[config.mk]
export PLATFORM = sky130hd
export DESIGN_NAME = pac_flash_writer
export DESIGN_NICKNAME = d
export VERILOG_FILES = /design/src/rtl/pac_flash_writer.sv
export SDC_FILE = /design/constraint.sdc
export NUM_CORES = 1
export LEC_CHECK = 0
export BUFFER_PORTS_ARGS = -buffer_cell sky130_fd_sc_hd__buf_2
export CAP_MARGIN = 20
export CORE_AREA = 2 2 82 84
export DETAILED_ROUTE_END_ITERATION = 10
export DIE_AREA = 0 0 84 86
export PLACE_DENSITY_LB_ADDON = 0.1
export SYNTH_ARGS = -nofsm -noshare
export SYNTH_HDL_FRONTEND = slang
export SYNTH_SLANG_ARGS = --single-unit
[constraint.sdc]
create_clock -name clk -period 2.5 [get_ports clk]
set_input_delay 0.5 -clock clk [delete_from_list [all_inputs] [get_ports clk]]
set_output_delay 0.5 -clock clk [all_outputs]
set_load 0.01 [all_outputs]
[src/rtl/pac_flash_writer.sv]
// pac_flash_writer: erases the flash save area, then programs the SDRAM PAC image into it page by page.
// Optional build macro PAC_WRITE_TIMEOUT_EN bounds each status poll loop to POLL_LIMIT reads.
module pac_flash_writer #(
    parameter logic [23:0] RAM_BASE    = 24'h77_E000,
    parameter logic [23:0] FLASH_BASE  = 24'h1F_0000,
    parameter int          IMAGE_BYTES = 8192,
    parameter logic [23:0] POLL_LIMIT  = 24'd4_000_000
) (
    input  logic        clk,
    input  logic        reset,
    input  logic        start,
    output logic        busy,
    output logic        done,
    output logic        error,
    output logic        ram_req,
    output logic [23:0] ram_addr,
    input  logic        ram_ack,
    input  logic [7:0]  ram_rdata,
    output logic        fl_req,
    output logic [1:0]  fl_op,
    output logic [23:0] fl_addr,
    output logic        fl_wvalid,
    output logic [7:0]  fl_wdata,
    input  logic        fl_wready,
    input  logic        fl_done,
    input  logic [7:0]  fl_status
);

    localparam int OFF_W = $clog2(IMAGE_BYTES) + 1;
    localparam int SEC_W = $clog2(IMAGE_BYTES / 4096) + 1;
    localparam logic [OFF_W-1:0] IMG_END  = OFF_W'(IMAGE_BYTES);
    localparam logic [OFF_W-1:0] PAGE_OFF = OFF_W'(256);
    localparam logic [SEC_W-1:0] SEC_END  = SEC_W'(IMAGE_BYTES / 4096);
    localparam logic [8:0]       PAGE_LEN = 9'd256;

    localparam logic [1:0] OP_WREN  = 2'd0;
    localparam logic [1:0] OP_ERASE = 2'd1;
    localparam logic [1:0] OP_PROG  = 2'd2;
    localparam logic [1:0] OP_RDSR  = 2'd3;

    typedef enum logic [3:0] {
        IDLE, ERASE_WREN, ERASE, ERASE_POLL,
        PROG_WREN, PROG, PROG_POLL, FINISH, FAIL
    } state_e;

    state_e             state_q, state_d;
    logic [SEC_W-1:0]   sector_q, sector_d;
    logic [OFF_W-1:0]   offset_q, offset_d;
    logic [8:0]         bcnt_q, bcnt_d;
    logic               ram_req_q, ram_req_d;
    logic [23:0]        ram_addr_q, ram_addr_d;
    logic               fl_wvalid_q, fl_wvalid_d;
    logic [7:0]         fl_wdata_q, fl_wdata_d;
    logic               poll_expired;
    logic               unused_ok;

`ifdef PAC_WRITE_TIMEOUT_EN
    logic [23:0] poll_q, poll_d;
    logic [23:0] poll_inc;
    logic        error_q, error_d;

    assign poll_inc     = poll_q + 24'd1;
    assign poll_expired = fl_status[0] && (poll_inc >= POLL_LIMIT);
    assign error        = error_q;
    assign unused_ok    = ^fl_status[7:1];

    always_comb begin
        poll_d  = poll_q;
        error_d = error_q;
        if (state_q == IDLE && start) error_d = 1'b0;
        if (state_d == FAIL && state_q != FAIL) error_d = 1'b1;
        if ((state_q == ERASE && state_d == ERASE_POLL) ||
            (state_q == PROG && state_d == PROG_POLL)) begin
            poll_d = '0;
        end else if ((state_q == ERASE_POLL || state_q == PROG_POLL) && fl_done) begin
            poll_d = poll_inc;
        end
    end

    always_ff @(posedge clk) begin
        if (reset) begin
            poll_q  <= '0;
            error_q <= 1'b0;
        end else begin
            poll_q  <= poll_d;
            error_q <= error_d;
        end
    end
`else
    assign poll_expired = 1'b0;
    assign error        = 1'b0;
    assign unused_ok    = ^{fl_status[7:1], POLL_LIMIT};
`endif

    always_comb begin
        state_d     = state_q;
        sector_d    = sector_q;
        offset_d    = offset_q;
        bcnt_d      = bcnt_q;
        ram_req_d   = ram_req_q;
        ram_addr_d  = ram_addr_q;
        fl_wvalid_d = fl_wvalid_q;
        fl_wdata_d  = fl_wdata_q;
        unique case (state_q)
            IDLE: begin
                if (start) begin
                    state_d  = ERASE_WREN;
                    sector_d = '0;
                    offset_d = '0;
                end
            end
            ERASE_WREN: if (fl_done) state_d = ERASE;
            ERASE:      if (fl_done) state_d = ERASE_POLL;
            ERASE_POLL: begin
                if (fl_done && !fl_status[0]) begin
                    sector_d = sector_q + 1'b1;
                    if (sector_d < SEC_END) begin
                        state_d = ERASE_WREN;
                    end else begin
                        offset_d = '0;
                        state_d  = PROG_WREN;
                    end
                end else if (fl_done && poll_expired) begin
                    state_d = FAIL;
                end
            end
            PROG_WREN: begin
                if (fl_done) begin
                    state_d    = PROG;
                    bcnt_d     = '0;
                    ram_req_d  = 1'b1;
                    ram_addr_d = RAM_BASE + 24'(offset_q);
                end
            end
            PROG: begin
                if (ram_req_q && ram_ack) begin
                    ram_req_d   = 1'b0;
                    fl_wvalid_d = 1'b1;
                    fl_wdata_d  = ram_rdata;
                end
                // next read starts only after this byte is handed over
                if (fl_wvalid_q && fl_wready) begin
                    fl_wvalid_d = 1'b0;
                    bcnt_d      = bcnt_q + 9'd1;
                    if (bcnt_d != PAGE_LEN) begin
                        ram_req_d  = 1'b1;
                        ram_addr_d = RAM_BASE + 24'(offset_q) + 24'(bcnt_d);
                    end
                end
                if (fl_done && bcnt_q == PAGE_LEN) state_d = PROG_POLL;
            end
            PROG_POLL: begin
                if (fl_done && !fl_status[0]) begin
                    offset_d = offset_q + PAGE_OFF;
                    state_d  = (offset_d < IMG_END) ? PROG_WREN : FINISH;
                end else if (fl_done && poll_expired) begin
                    state_d = FAIL;
                end
            end
            FINISH:  state_d = IDLE;
            FAIL:    state_d = IDLE;
            default: state_d = IDLE;
        endcase
    end

    always_comb begin
        fl_req  = 1'b0;
        fl_op   = OP_WREN;
        fl_addr = '0;
        busy    = 1'b0;
        done    = 1'b0;
        unique case (state_q)
            ERASE_WREN, PROG_WREN: begin
                fl_req = 1'b1;
                busy   = 1'b1;
            end
            ERASE: begin
                fl_req  = 1'b1;
                busy    = 1'b1;
                fl_op   = OP_ERASE;
                fl_addr = FLASH_BASE + (24'(sector_q) << 12);
            end
            PROG: begin
                fl_req  = 1'b1;
                busy    = 1'b1;
                fl_op   = OP_PROG;
                fl_addr = FLASH_BASE + 24'(offset_q);
            end
            ERASE_POLL, PROG_POLL: begin
                fl_req = 1'b1;
                busy   = 1'b1;
                fl_op  = OP_RDSR;
            end
            FINISH:  done = 1'b1;
            default: ;
        endcase
    end

    assign ram_req   = ram_req_q;
    assign ram_addr  = ram_addr_q;
    assign fl_wvalid = fl_wvalid_q;
    assign fl_wdata  = fl_wdata_q;

    always_ff @(posedge clk) begin
        if (reset) begin
            state_q     <= IDLE;
            sector_q    <= '0;
            offset_q    <= '0;
            bcnt_q      <= '0;
            ram_req_q   <= 1'b0;
            ram_addr_q  <= '0;
            fl_wvalid_q <= 1'b0;
            fl_wdata_q  <= '0;
        end else begin
            state_q     <= state_d;
            sector_q    <= sector_d;
            offset_q    <= offset_d;
            bcnt_q      <= bcnt_d;
            ram_req_q   <= ram_req_d;
            ram_addr_q  <= ram_addr_d;
            fl_wvalid_q <= fl_wvalid_d;
            fl_wdata_q  <= fl_wdata_d;
        end
    end

endmodule

# After elaboration in Yosys (flattened, before gate mapping)
# Cells that the tools add are included.
[word_totals] regBits=63 input_bits=22 out_inout_bits=64 elab_cells=92
[classes] add_sub_neg=7 n_lt_le_gt_ge=2 n_eq_ne=19 mux=36 n_reduce_logical=20
[ops] cell="$mux 24" n=3
[ops] cell="$mux 14" n=4
[ops] cell="$pmux 24 s2" n=1
[ops] cell="$add 21x14->22 const A" n=2
[ops] cell="$pmux 22 s2" n=1
[ops] cell="$pmux 14 s3" n=1
[ops] cell="$mux 4" n=7
[ops] cell="$pmux 4 s7" n=1
[ops] cell="$add 23x14->24 const A" n=1
[ops] cell="$add 24x9->24" n=1
[ops] cell="$ne 2x2->1 const B" n=10
[ops] cell="$mux 9" n=2
[ops] cell="$pmux 9 s2" n=1
[ops] cell="$eq 4x3->1 const B" n=4
[ops] cell="$add 14x9->14 const B" n=1
[ops] cell="$lt 14x14->1 const B" n=1
[ops] cell="$add 9x1->9 const B" n=1
[ops] cell="$eq 9x9->1 const B" n=1
[ops] cell="$ne 9x9->1 const B" n=1
[ops] cell="$eq 4x2->1 const B" n=2
[ops] cell="$mux 1" n=8
[ops] cell="$reduce_and 7->1" n=1
[ops] cell="$mux 2" n=3
[ops] cell="$pmux 2 s3" n=1
[ops] cell="17 further kinds" n=25

# Depth between registers and ports, before layout
# Gate-level depths: netlist of the first run.
[logic_depth] ltp_word=5 depth_mapped=9 mapped_depth_nobuf=8

# Worst setup path before layout of the first run
# No wires, ideal clock.
[synth_path] path_type="register to register" from="register bcnt_q[0]" to="register ram_addr_q[10] (netlist: ram_addr[10])" setup_time_ps=91 arrival_ps=2233 t_required_ps=2409 slack_ps=176 path_stages_with_launch=10 path_buffers=1 period_less_slack_ps=2324 cell_sequence="dfxtp_1 -> ha_1 -> buf_2 -> nand2_1 -> nor3_1 -> xor2_1 -> ha_1 -> a41oi_1 -> or3_1 -> a311oi_1"
[synth_via] elab_chain_len=5 elab_cells_between_ends=8 cone_classes="2 x add/sub; 2 x eq/ne; 3 x mux; 1 x reduce/logical"
[synth_lines] element="from (decl)" line="49" text="logic [8:0] bcnt_q, bcnt_d;"
[synth_lines] element="from (signal assigned)" line="218" text="bcnt_q <= bcnt_d;"
[synth_lines] element="$add 9x1->9 (*)" line="144" text="bcnt_d = bcnt_q + 9'd1;"
[synth_lines] element="$add 24x9->24" line="147" text="ram_addr_d = RAM_BASE + 24'(offset_q) + 24'(bcnt_d);"
[synth_lines] element="$mux 24" line="145" text="if (bcnt_d != PAGE_LEN) begin"
[synth_lines] element="$mux 24" line="142" text="if (fl_wvalid_q && fl_wready) begin"
[synth_lines] element="$pmux 24 s2" line="104" text="unique case (state_q)"
[synth_lines] element="to (signal assigned)" line="220" text="ram_addr_q <= ram_addr_d;"
[synth_lines] element="to (decl)" line="51" text="logic [23:0] ram_addr_q, ram_addr_d;"
# Every way passes the cells marked *; elsewhere a longest branch is shown, timed or not. The select of a mux whose other input is x is not followed.
# A chain may end at the register's enable or synchronous reset.

# Final worst setup path of the first run
[layout_path] from="register state_q[1]" to="output fl_addr[19]"
[layout_via] elab_chain_len=2 elab_cells_between_ends=3 cone_classes="2 x eq/ne; 1 x mux"
[layout_lines] element="from (decl)" line="46" text="state_e state_q, state_d;"
[layout_lines] element="from (signal assigned)" line="215" text="state_q <= state_d;"
[layout_lines] element="$eq 4x3->1 / $eq 4x2->1 (equally long branches)" line="172" text="unique case (state_q)"
[layout_lines] element="$pmux 22 s2 (*)" line="172"
[layout_lines] element="to (decl)" line="21" text="output logic [23:0] fl_addr,"
# Every way passes the cells marked *; elsewhere a longest branch is shown, timed or not.

==> flow_metrics.env, run 1 <==
export IMPL_critical_path_cell_list="nor2b_1, buf_4, nand2_1, o21ai_0, buf_2"
export IMPL_finalHoldViolCount=0
export IMPL_cp_top_family="simple AND/OR/NAND/NOR gates"
export IMPL_layout_drive_gt1_share=0.223
export IMPL_groute_usage_overall=0.194
export IMPL_cts_num_sinks=51
export IMPL_worst_r2r_path_depth=5
export IMPL_worstSetupPathDepth=5
export IMPL_totalWireLength_mm=6.96
export IMPL_grt_start_max_net_pins=27
export IMPL_numPortBuffers=63
export IMPL_slew_violations=0
export IMPL_synth_area_top_cells="sky130_fd_sc_hd__dfxtp_1, sky130_fd_sc_hd__buf_4, sky130_fd_sc_hd__a21oi_1, sky130_fd_sc_hd__nor2_1, sky130_fd_sc_hd__nand2_1"
export IMPL_grtUsageMet3=0.0308
export IMPL_layout_area_overhead_vs_synth_pct=15.5
export IMPL_die_y_um=86
export IMPL_leakagePower_nw=1.50
export IMPL_timing_clock_skew_ps=3.96
export IMPL_clock_buffer_count_from_cts=5
export IMPL_ys_async_sr_fraction=0
export IMPL_antenna_cells_inserted=0
export IMPL_globalplace_congestion=0.865
export IMPL_clock_root_buffer_master="sky130_fd_sc_hd__clkbuf_8"
export IMPL_timing_hold_worst_class="in -> reg"
export IMPL_yosys_area_top_type="sky130_fd_sc_hd__dfxtp_1"
export IMPL_timing_setup_tns_ps=0
export IMPL_worst_pin_slew_ps=725
export IMPL_hold_path_cell_count=3
export IMPL_worst_endpoint_required_ps=2000
export IMPL_synth_seq_cells=51
export IMPL_number_of_rows_created_at_floorplan=29
export IMPL_yosysTopAreaCellShare=0.350
export IMPL_synth_yosys_seq_area_share=0.350
export IMPL_dp_final_hpwl_mm=5.14
export IMPL_grt_busiest_layer="met2"
export IMPL_synth_edff_count=0
export IMPL_drc_errors=0
export IMPL_ys_warnings_count=0
export IMPL_clock_latency_ps=300
export IMPL_powerDensity_nw_per_um2=470
export IMPL_final_net_count=467
export IMPL_io_pins=86
export IMPL_synthesis_area_per_instance_um2=7.74
export IMPL_drt_iter0_markers=94
export IMPL_critPathMaxStageDelay_ps=430
export IMPL_grtUsageMet1=0.250
export IMPL_global_route_usage_met2=0.333
export IMPL_multi_input_comb_area_um2=1660
export IMPL_grt_first_pass_wirelength_mm=11.6
export IMPL_period_needed_ps=2310
export IMPL_fill_cells=630
export IMPL_dr_pass1_iters=4
export IMPL_first_global_vias=2489
export IMPL_critical_path_slowest_cell="sky130_fd_sc_hd__dfxtp_1"
export IMPL_synth_ff_type="sky130_fd_sc_hd__dfxtp_1"
export IMPL_core_area_um2=6280
export IMPL_fmax_mhz=434
export IMPL_timing_max_cap_violations=0
export IMPL_yosysUniqueCellTypes=56
export IMPL_setup_repair_after_global_routing_missed_its_margin="no"
export IMPL_crit_arrival_ps=1810
export IMPL_seq_area_um2=1020
export IMPL_setup_violating_endpoint_count_in_the_final_report=0
export IMPL_die_area_um2=7220
export IMPL_p_total_mw=1.58
export IMPL_tritoncts="yes"
export IMPL_synth_area_um2=2920
export IMPL_average_routed_wire_per_standard_cell_um=13.5
export IMPL_vdd_drop_max_mv=0.398
export IMPL_syn_instance_count=377
export IMPL_reg2reg_setup_slack_ps=300
export IMPL_path_max_fanout=13
export IMPL_timing_setup_critical_path_class="reg -> out"
export IMPL_startpoint_class="flop"
export IMPL_cts_clk_slew_worst_paths_ps=100
export IMPL_number_of_buffers_on_the_longest_clock_path=2
export IMPL_crit_path_end_kind="output port"
export IMPL_grt_overflow=0
export IMPL_cts_htree_levels=2
export IMPL_outcome="completed"
export IMPL_initial_utilization=0.465
export IMPL_antenna_found_initial=0
export IMPL_cp_num_buf_inv=2
export IMPL_antenna_violating_nets_post_route=0
export IMPL_avgViaCountPerCell=5.34
export IMPL_slew_headroom=0.517
export IMPL_total_via_count_after_detailed_routing=2761
export IMPL_die_width_um=84
export IMPL_period_utilization_post_route=0.923
[stage by stage]
step | instances | worst slack [ps] | cell area [um^2] | hold WS [ps] | util
floorplan | 392 | 176 | 2970 | 476 | -
global placement | 509 | 351 | 3280 | 441 | 0.522
global route | 517 | 5.76 | 3370 | 438 | 0.537
detailed placement | 509 | 315 | 3280 | 447 | 0.522
CTS | 517 | 155 | 3370 | 414 | 0.537
finish | 517 | 193 | 3370 | 420 | 0.537
[layout by cell type (no fill, tap or decap), types with 4 or more instances in the layout]
cell type,Yosys,final
sky130_fd_sc_hd__ha_1,6,6
sky130_fd_sc_hd__nor2b_1,7,7
sky130_fd_sc_hd__nor2_1,44,44
sky130_fd_sc_hd__buf_2,3,63
sky130_fd_sc_hd__mux2i_1,8,8
sky130_fd_sc_hd__a21oi_1,37,37
sky130_fd_sc_hd__clkbuf_8,0,5
sky130_fd_sc_hd__dfxtp_1,51,51
sky130_fd_sc_hd__nor3_1,13,13
sky130_fd_sc_hd__and3_1,6,6
sky130_fd_sc_hd__and2_1,5,4
sky130_fd_sc_hd__o21ai_0,17,17
sky130_fd_sc_hd__inv_1,7,7
sky130_fd_sc_hd__a31oi_1,7,7
sky130_fd_sc_hd__buf_4,26,22
sky130_fd_sc_hd__nand3_1,16,16
sky130_fd_sc_hd__xor2_1,5,5
sky130_fd_sc_hd__conb_1,1,16
sky130_fd_sc_hd__nand2_1,39,39
sky130_fd_sc_hd__xnor2_1,8,8
[area by class of cell]
cell class / count / area share
inverters: 7 / 0.00780
well taps: 77 / 0.0286
repair buffers: 85 / 0.143
clock inverters: 3 / 0.00594
flip-flops and latches: 51 / 0.303
clock buffers: 5 / 0.0204
multi-input cells: 289 / 0.492
[sequential cells by signal, summed over array words and instances (netlist names)]
register	count
offset_q	6
ram_req	1
ram_addr	21
fl_wvalid	1
state_q	3
sector_q	2
bcnt_q	9
fl_wdata	8
[path summary, 6_finish.rpt]
kind | startpoint | end
min | ram_rdata[7] | fl_wdata[7]$_SDFFE_PP0P_
min reg2reg | ram_addr[0]$_SDFFE_PP0P_ | ram_addr[0]$_SDFFE_PP0P_
max reg2reg | state_q[1]$_SDFFE_PP0P_ | ram_addr[16]$_SDFFE_PP0P_
max | state_q[1]$_SDFFE_PP0P_ | fl_addr[19]
[metal layers]
| metal | vias up | part of all wire |
|---|---|---|
| met4 | 0 | 0.013 |
| li1 | 1410 | - |
| met2 | 64 | 0.48 |
| met1 | 1277 | 0.47 |
| met3 | 10 | 0.038 |
| met5 | - | 0 |
[worst reg2reg max path: stages (launching register included)]
cell,delay (ps)
sky130_fd_sc_hd__dfxtp_1,430
sky130_fd_sc_hd__nor2b_1,320
sky130_fd_sc_hd__nand4_1,230
sky130_fd_sc_hd__o21ai_2,650
sky130_fd_sc_hd__o211ai_1,310
sky130_fd_sc_hd__a21oi_1,200
[where the power goes]
| part | internal (mW) | switching, mW |
|---|---|---|
| clock network | 0.196 | 0.287 |
| logic | 0.0990 | 0.164 |
| registers | 0.821 | 0.0155 |
[logic make-up (layout without fill, tap and decap cells)]
family                     count (synthesis)  after routing  share of synthesized area
other                                      1             16                    0.00129
adders and majority gates                  6              6                     0.0257
buffers and inverters                     52            100                      0.102
DFF                                       51             51                      0.350
muxes                                      8              8                     0.0275
xor gates and xnor gates                  13             13                     0.0390
AOI/OAI and AO/OA                         94             94                      0.199
and+or+nand+nor                          152            152                      0.255
[repair_timing]
item | CTS | global route
endpoints found under the setup margin | 0 | 1
hold buffers | 0 | 0
gates resized for setup | 0 | 1
setup buffers | 0 | 0
[synth_stat cells (2+ instances only)]
master	n
sky130_fd_sc_hd__buf_4	26
sky130_fd_sc_hd__xor2_1	5
sky130_fd_sc_hd__mux2i_1	8
sky130_fd_sc_hd__or3_1	3
sky130_fd_sc_hd__clkbuf_1	16
sky130_fd_sc_hd__dfxtp_1	51
sky130_fd_sc_hd__or4_1	3
sky130_fd_sc_hd__nand3b_1	2
sky130_fd_sc_hd__nand4b_1	3
sky130_fd_sc_hd__inv_1	7
sky130_fd_sc_hd__o22ai_1	2
sky130_fd_sc_hd__nor2b_1	7
sky130_fd_sc_hd__a31oi_1	7
sky130_fd_sc_hd__nand4_1	2
sky130_fd_sc_hd__o21ai_0	17
sky130_fd_sc_hd__buf_2	3
sky130_fd_sc_hd__a22oi_1	3
sky130_fd_sc_hd__o211ai_1	3
sky130_fd_sc_hd__xnor2_1	8
sky130_fd_sc_hd__nor2_1	44
sky130_fd_sc_hd__nor3_1	13
sky130_fd_sc_hd__and3_1	6
sky130_fd_sc_hd__nand3_1	16
sky130_fd_sc_hd__a21o_1	3
sky130_fd_sc_hd__a21oi_1	37
sky130_fd_sc_hd__a22o_1	2
sky130_fd_sc_hd__a31o_1	2
sky130_fd_sc_hd__o31a_1	2
sky130_fd_sc_hd__and2_1	5
sky130_fd_sc_hd__ha_1	6
sky130_fd_sc_hd__a211oi_1	2
sky130_fd_sc_hd__nand2_1	39
Power figures use the tool's default switching activity.
==> run 2: changes to the inputs <==
--- a/config.mk
+++ b/config.mk
@@ -7,9 +7,9 @@
 export LEC_CHECK = 0
 export BUFFER_PORTS_ARGS = -buffer_cell sky130_fd_sc_hd__buf_2
 export CAP_MARGIN = 20
-export CORE_AREA = 2 2 82 84
+export CORE_AREA = 2 2 76 78
 export DETAILED_ROUTE_END_ITERATION = 10
-export DIE_AREA = 0 0 84 86
+export DIE_AREA = 0 0 78 80
 export PLACE_DENSITY_LB_ADDON = 0.1
 export SYNTH_ARGS = -nofsm -noshare
 export SYNTH_HDL_FRONTEND = slang
==> constraint.sdc (replaced) <==
create_clock -name clk -period 2.8 [get_ports clk]
set_input_delay 0.56 -clock clk [delete_from_list [all_inputs] [get_ports clk]]
set_output_delay 0.56 -clock clk [all_outputs]
set_load 0.01 [all_outputs]
==> run 2 against run 1 <==
  * Worst setup slack better by 54 ps
  * Non-clock buffer count down 11
  * Final cell count down 3.1%
  * Clock skew up 3.3 ps
  * Via count down 1.1%
  * Utilization up 7.2 points
  * Sequential share of layout area up 0.75 points
  * Critical path depth unchanged
  * Worst hold slack better by 35 ps
  * Cell area down 2.4%
  * Highest routed layer unchanged
==> flow_metrics.env, run 2 (synthesis gave the netlist of run 1 again) <==
export IMPL_outcome="completed"
export IMPL_final_common_cell="sky130_fd_sc_hd__buf_2"
export IMPL_highest_signal_layer="met4"
export IMPL_intPower_uw=997
export IMPL_groute_usage_overall=0.213
export IMPL_total_via_count_after_detailed_routing=2732
export IMPL_antenna_found_initial=0
export IMPL_powerDensity_nw_per_um2=435
export IMPL_avgViaCountPerCell=5.45
export IMPL_fmax_mhz=392
export IMPL_layout_area_overhead_vs_synth_pct=12.7
export IMPL_number_of_buffers_on_the_longest_clock_path=2
export IMPL_finalHoldViolCount=0
export IMPL_net_switching_power_uw=432
export IMPL_timing_hold_worst_class="reg -> reg"
export IMPL_clock_root_buffer_master="sky130_fd_sc_hd__clkbuf_8"
export IMPL_timing_max_cap_violations=0
export IMPL_cts_clk_slew_worst_paths_ps=100
export IMPL_fill_cells=522
export IMPL_detailroute_wirelength_met2_mm=3.30
export IMPL_dpl_instance_area_um2=3190
export IMPL_crit_path_end_kind="output port"
export IMPL_seq_area_um2=1020
export IMPL_first_global_vias=2346
export IMPL_path_max_fanout=13
export IMPL_timing_clock_skew_ps=7.23
export IMPL_worst_pin_slew_ps=722
export IMPL_setup_violating_endpoint_count_in_the_final_report=0
export IMPL_r2r_end="ram_addr[10]$_SDFFE_PP0P_"
export IMPL_average_routed_wire_per_standard_cell_um=13.2
export IMPL_period_needed_ps=2550
export IMPL_hold_path_startpoint="ram_addr[0]$_SDFFE_PP0P_"
export IMPL_clock_latency_ps=310
export IMPL_antenna_violating_nets_post_route=0
export IMPL_io_pins=86
export IMPL_dp_final_hpwl_mm=4.85
export IMPL_grt_overflow=0
export IMPL_startpoint_class="flop"
export IMPL_post_cts_hold_buffer_count=0
export IMPL_slew_violations=0
export IMPL_initial_utilization=0.540
export IMPL_grt_first_pass_wirelength_mm=10.7
export IMPL_die_width_um=78
export IMPL_cp_top_family="simple AND/OR/NAND/NOR gates"
export IMPL_core_area_um2=5410
export IMPL_power_combinational_fraction=0.148
export IMPL_pre_cts_slack_ps=304
export IMPL_multi_input_comb_area_um2=1660
export IMPL_number_of_rows_created_at_floorplan=27
export IMPL_cp_num_buf_inv=2
export IMPL_slew_headroom=0.519
export IMPL_post_route_worst_setup_slack_ps=247
export IMPL_final_net_count=456
export IMPL_layout_drive_gt1_share=0.203
export IMPL_globalplace_congestion=0.850
export IMPL_numPortBuffers=63
export IMPL_pwr_share_clk=0.321
export IMPL_drc_errors=0
export IMPL_worst_endpoint_required_ps=2240
export IMPL_leakagePower_nw=1.46
export IMPL_layout_cell_area_non_filler_um2=3290
export IMPL_critPathMaxStageDelay_ps=550
export IMPL_grt_start_max_net_pins=28
export IMPL_final_cell_mix="sky130_fd_sc_hd__buf_2, sky130_fd_sc_hd__dfxtp_1, sky130_fd_sc_hd__nor2_1"
export IMPL_vdd_drop_max_mv=0.265
export IMPL_drt_iter0_markers=171
export IMPL_setup_repair_after_global_routing_missed_its_margin="no"
export IMPL_hold_path_cell_count=2
export IMPL_timing_setup_critical_path_class="reg -> out"
export IMPL_final_util=0.608
export IMPL_reg2reg_setup_slack_ps=310
export IMPL_totalWireLength_mm=6.60
export IMPL_period_utilization_post_route=0.912
export IMPL_switching_share=0.302
export IMPL_met1Wirelength_mm=2.91
export IMPL_timing_setup_tns_ps=0
export IMPL_dr_pass1_iters=4
export IMPL_die_y_um=80
export IMPL_antenna_cells_inserted=0
export IMPL_critical_path_slowest_cell="sky130_fd_sc_hd__dfxtp_1"
export IMPL_crit_arrival_ps=1990
export IMPL_crit_reg2reg_launch="bcnt_q[1]$_SDFFE_PP0P_"
export IMPL_cts_num_sinks=51
export IMPL_worst_hold_path_endpoint="ram_addr[0]$_SDFFE_PP0P_"
export IMPL_cts_htree_levels=2
export IMPL_met3_wirelength_um=328
export IMPL_share_seq_of_total_power=0.531
export IMPL_tritoncts="yes"
export IMPL_die_area_um2=6240
export IMPL_critical_path_cell_list="nor2b_2, and2_1, buf_4, a22o_1, buf_2"
export IMPL_worst_r2r_path_depth=8
export IMPL_largest_reg_flops=21
export IMPL_clock_buffer_count_from_cts=5
## run 2: changes by cell type in the layout (fill, tap and decap cells not counted), sizes merged
cell,previous run,this run
inv,7,9
clkinvlp,2,0
buf,85,74
## run 2: how the worst max path moves through the flow
stage / slack [ps] / endpoint / start / depth (start not counted)
after floorplan: 480 / ram_addr[10]$_SDFFE_PP0P_ / bcnt_q[0]$_SDFFE_PP0P_ / 9
after global placement: 390 / ram_addr[10]$_SDFFE_PP0P_ / bcnt_q[1]$_SDFFE_PP0P_ / 8
after detailed placement: 300 / ram_addr[10]$_SDFFE_PP0P_ / bcnt_q[1]$_SDFFE_PP0P_ / 8
after CTS: 130 / fl_addr[13] / state_q[0]$_SDFFE_PP0P_ / 5
after global routing: 90 / fl_addr[13] / state_q[0]$_SDFFE_PP0P_ / 5
final: 250 / fl_addr[13] / state_q[0]$_SDFFE_PP0P_ / 5
## run 2: power by group through the flow
stage | registers (mW) | logic (mW) | clock network [mW]
after detailed placement | 0.774 | 0.209 | 0
after CTS | 0.758 | 0.210 | 0.471
after global routing | 0.762 | 0.240 | 0.493
after global placement | 0.774 | 0.205 | 0
final | 0.759 | 0.212 | 0.458
after floorplan | 0.756 | 0.201 | 0
## run 2: what timing repair did
item,4_1_cts,5_1_grt
endpoints found under the setup margin,0,2
gates resized for setup,0,1
buffers inserted,0,0
## run 2: final cells by class
type                            count  area share
Clock buffer                        5      0.0209
Clock inverter                      3     0.00799
Inverter                            7     0.00799
Multi-Input combinational cell    289       0.504
Sequential cell                    51       0.311
Tap cell                           72      0.0274
Timing Repair Buffer               74       0.121
## run 2: layer usage
layer / global-route usage / vias up
li1: - / 1384
met1: 0.269 / 1269
met2: 0.373 / 74
met3: 0.0407 / 5
met4: 0.0561 / 0
met5: 0 / -
## run 2: through the flow
stage / total power [mW] / hold WS [ps] / instances
3_5_place_dp: 0.984 / 442 / 493
3_3_place_gp: 0.979 / 438 / 493
5_1_grt: 1.49 / 468 / 501
2_1_floorplan: 0.957 / 476 / 392
4_1_cts: 1.44 / 454 / 501
6_report: 1.43 / 455 / 501
## run 2: worst register-to-register path: cells and delay by family (launching register included)
family	cells	cell delay, ps
AO/OA/AOI/OAI	2	390
XOR/XNOR	1	260
adder cells (fa/ha/maj)	2	520
flip-flops	1	480
AND/OR/NAND/NOR	3	770
==> run 3: changes to the inputs <==
--- a/config.mk
+++ b/config.mk
@@ -10,7 +10,7 @@
 export CORE_AREA = 2 2 76 78
 export DETAILED_ROUTE_END_ITERATION = 10
 export DIE_AREA = 0 0 78 80
-export PLACE_DENSITY_LB_ADDON = 0.1
+export PLACE_DENSITY = 0.8
 export SYNTH_ARGS = -nofsm -noshare
 export SYNTH_HDL_FRONTEND = slang
 export SYNTH_SLANG_ARGS = --single-unit
==> run 3 against run 2 <==
  * Cell area is 1.1% higher
  * Maximum frequency up 1.6%
  * Non-clock buffer count rose by 2
  * Via count rose by 1.4%
  * Routed wire length rose by 3.2%
  * Combinational power barely moved
  * Highest routed layer unchanged
  * Clock skew grew 4.2 ps
  * Critical path depth did not move
  * Utilization rose by 0.69 points
  * Critical endpoint is now fl_addr[9]
  * Power increased by 5.2%
  * Largest cell class unchanged
  * Sequential share of layout area decreased by 0.31 points
==> flow_metrics.env, run 3 (synthesis gave the netlist of run 1 again) <==
export IMPL_timing_setup_tns_ps=0
export IMPL_die_width_um=78
export IMPL_number_of_rows_created_at_floorplan=27
export IMPL_startpoint_class="flop"
export IMPL_groute_usage_overall=0.224
export IMPL_final_net_count=458
export IMPL_drc_errors=0
export IMPL_period_utilization_post_route=0.897
export IMPL_finalHoldViolCount=0
export IMPL_drt_iter0_markers=136
export IMPL_layout_cell_area_non_filler_um2=3330
export IMPL_cts_clk_slew_worst_paths_ps=100
export IMPL_average_routed_wire_per_standard_cell_um=13.5
export IMPL_post_route_worst_setup_slack_ps=287
export IMPL_layout_area_overhead_vs_synth_pct=14.0
export IMPL_tritoncts="yes"
export IMPL_avgViaCountPerCell=5.50
export IMPL_total_via_count_after_detailed_routing=2769
export IMPL_totalWireLength_mm=6.81
export IMPL_final_common_cell="sky130_fd_sc_hd__buf_2"
export IMPL_period_needed_ps=2510
export IMPL_crit_arrival_ps=1950
export IMPL_antenna_found_initial=0
export IMPL_die_area_um2=6240
export IMPL_antenna_cells_inserted=0
export IMPL_post_cts_buffers=0
export IMPL_timing_clock_skew_ps=11.4
export IMPL_clock_root_buffer_master="sky130_fd_sc_hd__clkbuf_8"
export IMPL_leakagePower_nw=1.48
export IMPL_setup_repair_after_global_routing_missed_its_margin="no"
export IMPL_crit_path_end_kind="output port"
export IMPL_path_max_fanout=14
export IMPL_worst_endpoint_required_ps=2240
export IMPL_powerDensity_nw_per_um2=452
export IMPL_setup_violating_endpoint_count_in_the_final_report=0
export IMPL_clock_buffer_count_from_cts=5
export IMPL_die_y_um=80
export IMPL_grt_first_pass_wirelength_mm=11.4
export IMPL_number_of_buffers_on_the_longest_clock_path=2
export IMPL_slew_violations=0
export IMPL_timing_setup_critical_path_class="reg -> out"
export IMPL_first_global_vias=2540
export IMPL_dp_final_hpwl_mm=4.99
export IMPL_post_cts_hold_buffer_count=0
export IMPL_timing_hold_worst_class="reg -> reg"
export IMPL_dpl_instance_area_um2=3210
export IMPL_grt_start_max_net_pins=50
export IMPL_core_area_um2=5410
export IMPL_fill_cells=507
export IMPL_grt_overflow=0
export IMPL_p_total_mw=1.50
export IMPL_cts_num_sinks=51
export IMPL_dr_pass1_iters=4
export IMPL_layout_drive_gt1_share=0.211
export IMPL_pre_cts_slack_ps=259
export IMPL_reg2reg_setup_slack_ps=390
export IMPL_antenna_violating_nets_post_route=0
export IMPL_largest_reg_flops=21
export IMPL_post_place_cells=495
export IMPL_cts_htree_levels=2
export IMPL_slew_headroom=0.621
export IMPL_io_pins=86
export IMPL_fmax_mhz=398
export IMPL_worst_pin_slew_ps=569
export IMPL_vdd_drop_max_mv=0.362
export IMPL_outcome="completed"
export IMPL_timing_max_cap_violations=0
export IMPL_globalplace_congestion=0.909
export IMPL_initial_utilization=0.540
export IMPL_numPortBuffers=63
export IMPL_clock_latency_ps=310
export IMPL_final_cell_mix="sky130_fd_sc_hd__buf_2, sky130_fd_sc_hd__dfxtp_1, sky130_fd_sc_hd__nor2_1"
export IMPL_stdcell_count=503
run 3: changes by cell type in the layout (fill, tap and decap cells not counted), sizes merged:
cell and change:
bufinv +1, clkinv -1, clkinvlp +1, buf +2, inv -1
run 3: timing repair:
item / in CTS / in global routing
hold endpoints to repair: 0 / 0
setup endpoints to repair: 0 / 15
gates resized for setup: 0 / 3
run 3: routing by layer:
| metal | wire, um | GRT usage | vias up |
|---|---|---|---|
| met5 | 0 | 0 | - |
| met4 | 93 | 0.0649 | 0 |
| met3 | 263 | 0.0396 | 8 |
| met2 | 3510 | 0.408 | 64 |
| met1 | 2940 | 0.270 | 1303 |
| li1 | - | - | 1394 |
run 3: area by class of cell:
type / instances / area (um^2) / area share
Sequential cell: 51 / 1020 / 0.307
Tap cell: 72 / 90.1 / 0.0271
Clock buffer: 5 / 68.8 / 0.0207
Multi-Input combinational cell: 289 / 1660 / 0.499
Inverter: 7 / 26.3 / 0.00790
Clock inverter: 3 / 46.3 / 0.0139
Timing Repair Buffer: 76 / 413 / 0.124
run 3: worst paths after layout:
kind	from	endpoint	cells past startpoint
worst max-delay path	state_q[0]$_SDFFE_PP0P_	fl_addr[9]	5
worst min-delay path	ram_addr[13]$_SDFFE_PP0P_	ram_addr[13]$_SDFFE_PP0P_	2
worst max register to register	bcnt_q[4]$_SDFFE_PP0P_	ram_addr[10]$_SDFFE_PP0P_	7
worst min register to register	ram_addr[13]$_SDFFE_PP0P_	ram_addr[13]$_SDFFE_PP0P_	2
run 3: power by group:
group / internal, mW / switching, mW / total (mW)
Combinational: 0.0787 / 0.133 / 0.212
Clock: 0.269 / 0.264 / 0.533
Sequential: 0.733 / 0.0248 / 0.758
Total: 1.08 / 0.422 / 1.50
run 3: per-stage QoR:
stage / hold slack (ps) / util
after floorplan: 476 / -
after detailed placement: 446 / 0.593
final: 458 / 0.615
after global placement: 443 / 0.593
after global routing: 481 / 0.615
after CTS: 460 / 0.614
run 3: critical path, cell delays in order, from the launching register on:
cell and delay [ps]:
sky130_fd_sc_hd__dfxtp_1 550, sky130_fd_sc_hd__nor2b_2 350, sky130_fd_sc_hd__and2_2 350, sky130_fd_sc_hd__nand2_1 120
sky130_fd_sc_hd__inv_1 120, sky130_fd_sc_hd__buf_2 150
